### src/rtl/mem_unloader_if.sv
// SRAM read port and coefficient output stream shared by mem_unloader and its neighbours.
// The master side is the unloader. Its parameters must match the unloader's parameters.
interface mem_unloader_if #(
    parameter int D_WIDTH = 32,
    parameter int BN      = 16,
    parameter int MA      = 512
);
    localparam int BANK_W = $clog2(BN);
    localparam int ADDR_W = $clog2(MA);
    localparam int IDX_W  = BANK_W + ADDR_W;

    logic               rd_en;
    logic [BANK_W-1:0]  rd_bank;
    logic [ADDR_W-1:0]  rd_addr;
    logic [D_WIDTH-1:0] rd_data;
    logic               out_valid;
    logic               out_ready;
    logic [D_WIDTH-1:0] out_data;
    logic [IDX_W-1:0]   out_index;
    logic               out_last;

    modport master (
        output rd_en, rd_bank, rd_addr,
        input  rd_data,
        output out_valid, out_data, out_index, out_last,
        input  out_ready
    );

    modport slave (
        input  rd_en, rd_bank, rd_addr,
        output rd_data,
        input  out_valid, out_data, out_index, out_last,
        output out_ready
    );
endinterface

### src/rtl/mem_unloader.sv
// Drains the BN x MA interleaved SRAM banks in natural coefficient order onto a valid/ready stream.
// state | meaning
// IDLE  | waiting for start
// READ  | issuing one bank read per cycle while the output FIFO has credit
// DRAIN | all reads issued, waiting for the last beat to be accepted
// FIN   | one-cycle done pulse
module mem_unloader #(
    parameter int D_WIDTH = 32,
    parameter int BN      = 16,
    parameter int MA      = 512,
    parameter int BANK_W  = $clog2(BN),
    parameter int ADDR_W  = $clog2(MA),
    parameter int IDX_W   = BANK_W + ADDR_W
) (
    input  logic             clk,
    input  logic             rst,
    input  logic             start,
    output logic             busy,
    output logic             done,
    mem_unloader_if.master   bus
);
    localparam logic [IDX_W:0] LAST_IDX = (IDX_W+1)'(BN*MA - 1);

    typedef enum logic [1:0] {IDLE, READ, DRAIN, FIN} state_t;

    state_t             state;
    logic [IDX_W:0]     idx;
    logic               inflight;
    logic [IDX_W-1:0]   infl_idx;
    logic               sk_valid;
    logic [D_WIDTH-1:0] sk_data;
    logic [IDX_W-1:0]   sk_index;
    logic               sk_last;
    logic               pop;
    logic               in_last;
    logic [2:0]         occ;

    assign pop     = bus.out_valid & bus.out_ready;
    assign in_last = &infl_idx;
    // Entries held or arriving after this edge; pop implies out_valid so no underflow.
    assign occ     = {2'b0, bus.out_valid} + {2'b0, sk_valid} + {2'b0, inflight} - {2'b0, pop};

    assign bus.rd_en   = (state == READ) && (occ < 3'd2);
    assign bus.rd_bank = idx[BANK_W-1:0];
    assign bus.rd_addr = idx[IDX_W-1:BANK_W];

    always_ff @(posedge clk or posedge rst) begin
        if (rst) begin
            state    <= IDLE;
            busy     <= 1'b0;
            done     <= 1'b0;
            idx      <= '0;
            inflight <= 1'b0;
            infl_idx <= '0;
        end else begin
            done     <= 1'b0;
            inflight <= bus.rd_en;
            infl_idx <= idx[IDX_W-1:0];
            case (state)
                IDLE: begin
                    if (start) begin
                        state <= READ;
                        busy  <= 1'b1;
                        idx   <= '0;
                    end
                end
                READ: begin
                    if (bus.rd_en) begin
                        idx <= idx + 1'b1;
                        if (idx == LAST_IDX) state <= DRAIN;
                    end
                end
                DRAIN: begin
                    if (pop && bus.out_last) begin
                        state <= FIN;
                        busy  <= 1'b0;
                        done  <= 1'b1;
                    end
                end
                FIN: state <= IDLE;
                default: state <= IDLE;
            endcase
        end
    end

    // Two-entry FIFO: the output register is the head, sk_* is the second slot.
    always_ff @(posedge clk or posedge rst) begin
        if (rst) begin
            bus.out_valid <= 1'b0;
            bus.out_data  <= '0;
            bus.out_index <= '0;
            bus.out_last  <= 1'b0;
            sk_valid      <= 1'b0;
            sk_data       <= '0;
            sk_index      <= '0;
            sk_last       <= 1'b0;
        end else if (state == IDLE && start) begin
            bus.out_valid <= 1'b0;
            sk_valid      <= 1'b0;
        end else if (!bus.out_valid || pop) begin
            if (sk_valid) begin
                bus.out_valid <= 1'b1;
                bus.out_data  <= sk_data;
                bus.out_index <= sk_index;
                bus.out_last  <= sk_last;
                sk_valid      <= inflight;
                sk_data       <= bus.rd_data;
                sk_index      <= infl_idx;
                sk_last       <= in_last;
            end else if (inflight) begin
                bus.out_valid <= 1'b1;
                bus.out_data  <= bus.rd_data;
                bus.out_index <= infl_idx;
                bus.out_last  <= in_last;
            end else begin
                bus.out_valid <= 1'b0;
            end
        end else if (inflight) begin
            sk_valid <= 1'b1;
            sk_data  <= bus.rd_data;
            sk_index <= infl_idx;
            sk_last  <= in_last;
        end
    end
endmodule

### src/flat_wrapper.sv
// flat-port wrapper written by rule: the top's interface ports become plain ports
module mem_unloader_flat 
#(
    parameter int D_WIDTH = 32,
    parameter int BN      = 16,
    parameter int MA      = 512,
    parameter int BANK_W  = $clog2(BN),
    parameter int ADDR_W  = $clog2(MA),
    parameter int IDX_W   = BANK_W + ADDR_W
)
  (clk, rst, start, busy, done, bus_rd_en, bus_rd_bank, bus_rd_addr, bus_rd_data, bus_out_valid, bus_out_data, bus_out_index, bus_out_last, bus_out_ready);
  mem_unloader_if #(.D_WIDTH(D_WIDTH), .BN(BN), .MA(MA)) bus_i ();
  input  logic clk;
  input  logic rst;
  input  logic start;
  output logic busy;
  output logic done;
  output wire logic [$bits(bus_i.rd_en)-1:0] bus_rd_en;
  output wire logic [$bits(bus_i.rd_bank)-1:0] bus_rd_bank;
  output wire logic [$bits(bus_i.rd_addr)-1:0] bus_rd_addr;
  input wire logic [$bits(bus_i.rd_data)-1:0] bus_rd_data;
  output wire logic [$bits(bus_i.out_valid)-1:0] bus_out_valid;
  output wire logic [$bits(bus_i.out_data)-1:0] bus_out_data;
  output wire logic [$bits(bus_i.out_index)-1:0] bus_out_index;
  output wire logic [$bits(bus_i.out_last)-1:0] bus_out_last;
  input wire logic [$bits(bus_i.out_ready)-1:0] bus_out_ready;
  assign bus_rd_en = bus_i.rd_en;
  assign bus_rd_bank = bus_i.rd_bank;
  assign bus_rd_addr = bus_i.rd_addr;
  assign bus_i.rd_data = bus_rd_data;
  assign bus_out_valid = bus_i.out_valid;
  assign bus_out_data = bus_i.out_data;
  assign bus_out_index = bus_i.out_index;
  assign bus_out_last = bus_i.out_last;
  assign bus_i.out_ready = bus_out_ready;
  mem_unloader #(.D_WIDTH(D_WIDTH), .BN(BN), .MA(MA), .BANK_W(BANK_W), .ADDR_W(ADDR_W), .IDX_W(IDX_W)) u_core (.clk(clk), .rst(rst), .start(start), .busy(busy), .done(done), .bus(bus_i));
endmodule
### config.mk
export PLATFORM = sky130hd
export DESIGN_NAME = mem_unloader_flat
export DESIGN_NICKNAME = d
export VERILOG_FILES = /design/src/rtl/mem_unloader_if.sv /design/src/rtl/mem_unloader.sv /design/src/flat_wrapper.sv
export SDC_FILE = /design/constraint.sdc
export NUM_CORES = 1
export LEC_CHECK = 0
export CAP_MARGIN = 20
export CORE_UTILIZATION = 53
export CTS_CLUSTER_DIAMETER = 30
export DETAILED_ROUTE_END_ITERATION = 8
export PLACE_DENSITY = 0.91
export REMOVE_ABC_BUFFERS = 1
export SYNTH_ARGS = -nofsm -noshare
export SYNTH_HDL_FRONTEND = slang
export SYNTH_SLANG_ARGS = --single-unit
### constraint.sdc
create_clock -name clk -period 5.2 [get_ports clk]
set_input_delay 0.52 -clock clk [delete_from_list [all_inputs] [get_ports clk]]
set_output_delay 0.52 -clock clk [all_outputs]
set_load 0.02 [all_outputs]
==> flow_summary.json <==
{
  "synth_edf_count": 0,
  "dieArea_mm2": 0.0110,
  "clkTransAtPathRegs_ns": 0.06,
  "cts_root_buffer": "clkbuf_8",
  "worst-setup-path-type": "reg -> out",
  "min_period_ns": 3.55,
  "vdd_drop_max_mv": 0.404,
  "p_per_area_mw_per_mm2": 612,
  "setup_slack_ns": 1.65,
  "hpwl_mm": 7.66,
  "rows": 37,
  "maxCapViolations": 0,
  "cts.sinks": 126,
  "dieHeight_um": 105,
  "diodes": 0,
  "gp_congestion": 0.826,
  "synthCells": 473,
  "synthToLayoutAreaGrowth_pct": 28.3,
  "drv_slew": 0,
  "synth_area_mm2": 0.00560,
  "antenna_found_initial": 0,
  "wire_per_inst_um": 16.7,
  "place_ws_ns": 1.68,
  "initial_core_util_pct": 54.5,
  "ys_async_sr_fraction_pct": 100,
  "worst_pin_slew_ns": 1.08,
  "fin_crit_sh_pct": 68.2,
  "numCtsBuffers": 17,
  "rr_worst_depth": 7,
  "fin_cells": 706,
  "fin_area_mm2": 0.00719,
  "holdCritPathClass": "in -> async",
  "crit_path_start_kind": "flip-flop",
  "fin_skew_ns": 0.00759,
  "hold-worst-slack_ns": 0.364,
  "vias": 3910,
  "grt_pass1_vias": 4075,
  "final-setup-viol-count": 0,
  "ioPinCount": 99,
  "setup-tns-final_ns": 0,
  "grt_max_degree": 93,
  "rsz0062_at_grt": "no",
  "post-route-drc-count": 0,
  "ant_nets": 0,
  "yosys_warnings": 0,
  "relSlewSlack_pct": 26.0,
  "yosysSeqAreaShare_pct": 56.3,
  "ys.flop_type": "dfrtp_1",
  "postPlaceCellArea_mm2": 0.00660,
  "hold_viol": 0,
  "clockBufferDepth": 2,
  "fmax_mhz": 282,
  "core_mm2": 0.0103,
  "crit_arrival_ns": 3.03,
  "end_kind": "primary output",
  "dr.first_iter.drc_count": 236,
  "insertion_delay_ns": 0.51,
  "post_route_cells_drive_above_1_share_pct": 17.0,
  "yosys_register_bits": 126,
  "cts_resized": 0,
  "cts_tree": "done",
  "num-fill-cells": 746,
  "hold_buffers": 0,
  "post_cts_buffers": 0,
  "drt-pass1-iter-count": 4,
  "numPortBuffers": 98,
  "synth_cell_types": 45,
  "status": "finished clean",
  "path_max_fanout": 50,
  "die_w_um": 105,
  "dp_cells": 674,
  "grt_pass1_wl_mm": 19.5,
  "viasPerCell": 5.54,
  "htree_num_levels": 4,
  "grt-ovfl-total": 0,
  "grt_usage_pct": 22.7,
  "power.leakage_nw": 3.00,
  "wl_mm": 11.8,
  "nets": 601,
  "crit_required_ns": 4.68,
  "syn_area_per_cell_um2": 11.8
}
[cells in the mapped netlist, types with 2 or more instances]
master	count	area [µm²]
buf_2	17	85.1
ha_1	8	100
mux2_2	48	541
inv_1	7	26.3
and3_1	4	25.0
nor2_1	54	203
mux2i_1	49	490
dfrtp_1	126	3150
nor2b_1	2	12.5
o21ai_0	4	20.0
o211ai_1	4	30.0
clkbuf_1	5	18.8
nand4_1	4	25.0
buf_4	14	105
and2_1	3	18.8
nand3b_1	3	22.5
a31oi_1	9	56.3
nand2_1	15	56.3
a221o_1	2	20.0
a41oi_1	2	17.5
or3_2	2	15.0
a21oi_1	53	265
nand2b_1	3	18.8
nand3_1	14	70.1
[flip-flops by register name (all words and copies together), names as in the netlist, 2 cells and up]
name	flops
u_core.bus.out_data	32
u_core.bus.out_index	13
u_core.idx	14
u_core.infl_idx	13
u_core.sk_data	32
u_core.sk_index	13
u_core.state	2
[path summary, 6_finish.rpt]
path	from	endpoint	slack, ns
worst max-delay path	u_core.sk_valid$_DFFE_PP0P_	bus_rd_en	1.65
max in group asynchronous	rst	u_core.sk_index[5]$_DFFE_PP0P_	3.74
min in group clk	u_core.idx[11]$_DFFE_PP0P_	u_core.infl_idx[11]$_DFF_PP0_	0.49
worst max register to register	u_core.sk_valid$_DFFE_PP0P_	u_core.idx[7]$_DFFE_PP0P_	2.07
worst min-delay path	rst	u_core.sk_data[1]$_DFFE_PP0P_	0.36
worst min register to register	u_core.idx[11]$_DFFE_PP0P_	u_core.infl_idx[11]$_DFF_PP0_	0.49
[report_power, final]
part | switching, mW | internal (mW) | total (mW)
Combinational | 0.897 | 0.794 | 1.69
Clock | 0.411 | 0.729 | 1.14
Sequential | 0.219 | 1.35 | 1.56
Total | 1.53 | 2.87 | 4.40
[worst max-delay path, stage by stage, from the launching register on]
cell             delay [ns]
dfrtp_2                0.36
buf_4                  0.66
ha_1                   0.29
and2_1                 0.22
mux2i_4                0.13
and2b_2                0.26
clkdlybuf4s50_1        0.60
[routing by layer]
layer / vias to the layer above / global-route usage (%) / part of all wire (%)
met1: 1946 / 28.7 / 43
met3: 14 / 6.05 / 5.2
met5: - / 0 / 0
met4: 0 / 6.34 / 0.82
met2: 119 / 38.4 / 51
li1: 1831 / - / -
[area by class of cell]
type	count	area [µm²]	area share (%)
Clock inverter	10	111	1.55
Clock buffer	22	473	6.58
Sequential cell	126	3150	43.9
Tap cell	136	170	2.37
Inverter	7	28.8	0.400
Multi-Input combinational cell	302	2210	30.8
Timing Repair Buffer	103	1040	14.4
[cell usage in the layout, fill, tap and decap left out, types with 2 or more instances in the layout]
cell             instances
o21ai_0                  4
nand2b_1                 3
nand2_1                 15
clkinvlp_4               3
and3_1                   4
nor2_1                  54
inv_1                    6
clkinv_2                 4
a41oi_1                  2
a31oi_1                  9
a221o_1                  2
ha_1                     8
bufinv_16                2
and2_1                   3
dfrtp_1                125
nand3b_1                 3
nand4_1                  4
or3_2                    2
mux2_2                  48
nor2b_1                  2
a21oi_1                 53
clkdlybuf4s50_1         98
nor3_2                   2
buf_4                    4
nand3_1                 14
mux2i_1                 49
o211ai_1                 4
clkbuf_16               16
clkbuf_8                 5
[cell families (layout without fill, tap and decap cells)]
group / after synthesis / after routing / share of synthesized area (%)
DFF: 126 / 126 / 56.3
xor gates and xnor gates: 1 / 1 / 0.491
muxes: 98 / 98 / 18.8
AOI/OAI and AO/OA: 82 / 82 / 8.57
and+or+nand+nor: 113 / 113 / 9.73
buffers and inverters: 45 / 142 / 4.35
adders and majority gates: 8 / 8 / 1.79
[per-stage QoR]
stage / power (mW) / utilization, %
2_1_floorplan: 2.62 / -
3_5_place_dp: 3.27 / 64.3
3_3_place_gp: 3.17 / 64.0
4_1_cts: 4.43 / 69.9
6_report: 4.40 / 69.9
5_1_grt: 4.64 / 69.9
Note: power is estimated with default switching activity, not from simulation.
